### src/rtl/booth_mul_seq.sv
// booth_mul_seq: multi-cycle radix-4 Booth multiplier with start/busy/done handshake and HI/LO product
module booth_mul_seq #(
  parameter int WIDTH = 32
) (
  input  logic             clock,
  input  logic             clear_n,
  input  logic             start,
  input  logic             signed_op,
  input  logic [WIDTH-1:0] a,
  input  logic [WIDTH-1:0] b,
  output logic             busy,
  output logic             done,
  output logic [WIDTH-1:0] hi,
  output logic [WIDTH-1:0] lo,
  output logic             overflow
);
  localparam int NDIG = WIDTH / 2 + 1;
  localparam int AW = 2 * WIDTH + 2;
  localparam int CW = $clog2(NDIG);
  typedef enum logic [1:0] {IDLE, RUN, DONE} state_t;
  state_t state_q, state_d;
  logic [AW-1:0] m_q, m_d, acc_q, acc_d, mult;
  logic [WIDTH+2:0] bsh_q, bsh_d;
  logic [CW-1:0] cnt_q, cnt_d;
  logic [WIDTH-1:0] hi_q, hi_d, lo_q, lo_d;
  logic sgn_q, sgn_d, ovf_q, ovf_d, last;
  logic [2:0] trip;
  always_comb begin
    trip = bsh_q[2:0];
    mult = (trip == 3'b001 || trip == 3'b010) ? m_q :
           (trip == 3'b011) ? m_q << 1 :
           (trip == 3'b100) ? -(m_q << 1) :
           (trip == 3'b101 || trip == 3'b110) ? -m_q : '0;
    last = cnt_q == CW'(NDIG - 1);
    state_d = state_q;
    m_d = m_q;
    acc_d = acc_q;
    bsh_d = bsh_q;
    cnt_d = cnt_q;
    hi_d = hi_q;
    lo_d = lo_q;
    sgn_d = sgn_q;
    ovf_d = ovf_q;
    if (state_q == RUN) begin
      acc_d = acc_q + mult;
      m_d = m_q << 2;
      bsh_d = bsh_q >> 2;
      cnt_d = cnt_q + 1'b1;
      if (last) begin
        state_d = DONE;
        {hi_d, lo_d} = acc_d[2*WIDTH-1:0];
        ovf_d = sgn_q ? hi_d != {WIDTH{lo_d[WIDTH-1]}} : hi_d != '0;
      end
    end else begin
      state_d = start ? RUN : IDLE;
      if (start) begin
        sgn_d = signed_op;
        m_d = {{(AW-WIDTH){signed_op & a[WIDTH-1]}}, a};
        bsh_d = {{2{signed_op & b[WIDTH-1]}}, b, 1'b0};
        acc_d = '0;
        cnt_d = '0;
      end
    end
  end
  always_ff @(posedge clock or negedge clear_n) begin
    if (!clear_n) begin
      state_q <= IDLE;
      m_q <= '0;
      acc_q <= '0;
      bsh_q <= '0;
      cnt_q <= '0;
      hi_q <= '0;
      lo_q <= '0;
      sgn_q <= 1'b0;
      ovf_q <= 1'b0;
    end else begin
      state_q <= state_d;
      m_q <= m_d;
      acc_q <= acc_d;
      bsh_q <= bsh_d;
      cnt_q <= cnt_d;
      hi_q <= hi_d;
      lo_q <= lo_d;
      sgn_q <= sgn_d;
      ovf_q <= ovf_d;
    end
  end
  assign busy = state_q == RUN;
  assign done = state_q == DONE;
  assign hi = hi_q;
  assign lo = lo_q;
  assign overflow = ovf_q;
endmodule

### config.mk
export PLATFORM = sky130hd
export DESIGN_NAME = booth_mul_seq
export DESIGN_NICKNAME = d
export VERILOG_FILES = /design/src/rtl/booth_mul_seq.sv
export SDC_FILE = /design/constraint.sdc
export NUM_CORES = 1
export LEC_CHECK = 0
export BUFFER_PORTS_ARGS = -buffer_cell sky130_fd_sc_hd__buf_2
export CORE_MARGIN = 2
export CORE_UTILIZATION = 62
export CTS_CLUSTER_SIZE = 20
export DETAILED_ROUTE_END_ITERATION = 10
export MAX_ROUTING_LAYER = met4
export PLACE_DENSITY = 0.79
export SKIP_LAST_GASP = 1
export SLEW_MARGIN = 5
export SYNTH_ARGS = -nofsm -noshare
export SYNTH_HDL_FRONTEND = slang
export SYNTH_SLANG_ARGS = --single-unit
### constraint.sdc
create_clock -name clock -period 7.9 [get_ports clock]
set_input_delay 0.395 -clock clock [delete_from_list [all_inputs] [get_ports clock]]
set_output_delay 0.395 -clock clock [all_outputs]
set_load 0.05 [all_outputs]
==> out/results.ini <==
[floorplan]
fp.dieH_um = 174
core_area_mm2 = 0.0285
dieWidth_um = 174
pin_count = 135
core.rowCount = 62
start_util = 0.626
dieArea_mm2 = 0.0302

[synth]
synth_flop_cell = dfrtp_1
synth_nets = 2356
synthMostInstantiatedCell = nand2_1
synth_edf_count = 0
synth-async-reset-ratio = 1.00
yosysTopAreaCell = dfrtp_1
synth.top_cell.area_share = 0.329
synth_cells = 2217
synth_seq_cells = 235
ys_seq_area_frac = 0.329
avgSynthCellArea_um2 = 8.06
netlist_top_cells_area = dfrtp_1 33%, nand2_1 7.3%, o21ai_0 7.1%
syn_area_mm2 = 0.0179
synth.distinct_cells = 96
synth_common_cells = 346 x nand2_1, 255 x o21ai_0, 235 x dfrtp_1
ys.warnings.count = 0

[clock_tree]
insertion_delay_ns = 0.58
cts_buffer_depth = 3
tritoncts = done
root_buffer = clkbuf_16
clock-sinks = 235
htreeDepth = 1
cts.clk_slew.worst_paths_ns = 0.06
cts_made_buffers = 27
post_cts_buffers = 0

[cells_and_area]
area_growth_syn_to_layout_pct = 9.56
drive_gt1_frac = 0.126
antenna_cells = 0
fin_nets = 2377

[hold_path]
hold_path.class = input port to flop

[setup_path]
crit_path_frequent_cell = a21oi_1
crit_chain = or4_4, or4b_4, nor3_2, nand4_1, or4_1, or3_1, nor2_1, xor2_1, o211ai_1, o21ai_0, a21oi_1, ha_1, a21o_1, a21oi_1, o21ai_0, a31o_2, a21oi_1, o21ai_0, a211o_1, a21oi_1, xor2_1, nand4_1, or4_1, o211a_1
crit_type = flop to flop
crit_required_ns = 8.35
end_kind = flop
critPathMaxFanout = 7
cp-start-kind = flop
r2r_slack_ns = 0.53
crit_slowest_cell = or4_4
arrival_ns = 7.81
max_stage_delay_ns = 0.59

[detailed_routing]
vias = 17000
drc = 0
drt-total-wl_mm = 54.6
ant_nets = 0
drtPass1Iterations = 6
drtIter0Drc = 1605
wl_per_cell_um = 20.7
routed_via_density = 6.44

[sta]
hold_violations = 0
finalMaxSlewViolations = 0
fin_skew_ns = 0.0216
fmax_mhz = 136
tightest_slew_ns = 1.00
fin_crit_sh = 0.932
setup_tns_ns = 0
rsz0062_at_grt = false
setup_violations = 0
fin_crit_ns = 7.37
slew_headroom = 0.325

[global_routing]
antenna_found_initial = 0
overflow = 0
grt_use_total = 0.368
grt_pass1_vias = 16200
grt_start_max_net_pins = 121
grt_pass1_wl_mm = 87.5

[place]
portBuffers = 134
place_hpwl_mm = 39.0
place_congestion = 0.993

[run_status]
status = complete, no violations

[flow_run]
maxCapViolations = 0

==> flip-flops by register name, indices dropped and copies added, names as in the netlist <==
name      flops
acc_q        64
m_q          64
bsh_q        34
hi           32
lo           32
cnt_q         5
state_q       2
overflow      1
sgn_q         1
==> critical path, delay by kind of cell (launching register included) <==
| family | cells | cell delay (ns) |
|---|---|---|
| AO/OA/AOI/OAI | 12 | 2.55 |
| XOR/XNOR | 2 | 0.39 |
| adder cells (fa/ha/maj) | 1 | 0.40 |
| flip-flops | 1 | 0.44 |
| AND/OR/NAND/NOR | 9 | 3.43 |
==> cell families after synthesis <==
family / count (synthesis) / synth area share
fa+ha+maj: 81 / 0.0558
xor+xnor: 115 / 0.0572
simple gates: 814 / 0.226
flops: 235 / 0.329
compound gates: 666 / 0.230
mux: 83 / 0.0485
buf+inv: 223 / 0.0536
==> cell type report <==
| cell class | count | area [µm²] |
|---|---|---|
| sequential | 235 | 5880 |
| fill | 2353 | 8980 |
| tap | 384 | 480 |
| multi-input combinational | 1759 | 11100 |
| clock inverter | 10 | 158 |
| timing repair buffer | 182 | 1050 |
| clock buffer | 39 | 811 |
| inverter | 33 | 126 |
==> routing by layer <==
layer | up-vias | wire length (µm) | GRT usage
li1 | 8029 | - | -
met1 | 8083 | 22000 | 0.463
met2 | 732 | 25900 | 0.600
met3 | 183 | 3620 | 0.0384
met4 | 0 | 3070 | 0.170
met5 | - | 0 | -
==> metrics by stage <==
| stage | utilization | hold WS (ns) | instances | instance area, µm² | setup slack (ns) |
|---|---|---|---|---|---|
| floorplan | - | 0.0994 | 2217 | 17900 | 1.10 |
| global placement | 0.650 | 0.455 | 2592 | 18600 | 0.717 |
| detailed placement | 0.650 | 0.456 | 2592 | 18600 | 0.505 |
| CTS | 0.685 | 0.0648 | 2642 | 19500 | 0.444 |
| global route | 0.686 | 0.0952 | 2642 | 19600 | 0.0931 |
| finish | 0.686 | 0.0748 | 2642 | 19600 | 0.534 |
==> path summary, 6_finish.rpt <==
kind | start | endpoint | cells past startpoint
min in group asynchronous | clear_n | m_q[60]$_DFFE_PN0P_ | 2
setup reg to reg | m_q[25]$_DFFE_PN0P_ | overflow$_DFFE_PN0P_ | 24
setup / recovery | m_q[25]$_DFFE_PN0P_ | overflow$_DFFE_PN0P_ | 24
hold / removal | a[1] | m_q[1]$_DFFE_PN0P_ | 3
hold reg to reg | hi[22]$_DFFE_PN0P_ | hi[22]$_DFFE_PN0P_ | 2
max in group asynchronous | clear_n | acc_q[0]$_DFFE_PN0P_ | 3
==> timing repair <==
item	4_1_cts	5_1_grt
gates resized for setup	0	5
hold endpoints to repair	118	0
hold buffers	1	0
endpoints found under the setup margin	0	1
==> layout by cell type, fill, tap and decap left out, drive strengths merged, types with 10 or more instances in the layout <==
cell	instances
nor2	131
and2	12
nor3	29
nor4	23
o221ai	13
xnor2	59
a22oi	14
nand2	346
a21oi	153
a21boi	10
nand3b	101
o31ai	11
o21a	15
o21ai	256
a31o	13
dfrtp	235
or4	18
o22ai	26
nand3	51
buf	181
a21o	41
mux2i	72
clkbuf	39
nand2b	20
or3	17
o211ai	13
inv	34
maj3	10
ha	70
a221oi	22
nand4	27
a211oi	15
xor2	56
a31oi	12
Power is left out: the tool's default activity adds up to more than one toggle a clock period on the data nets, which glitch-free logic cannot reach.
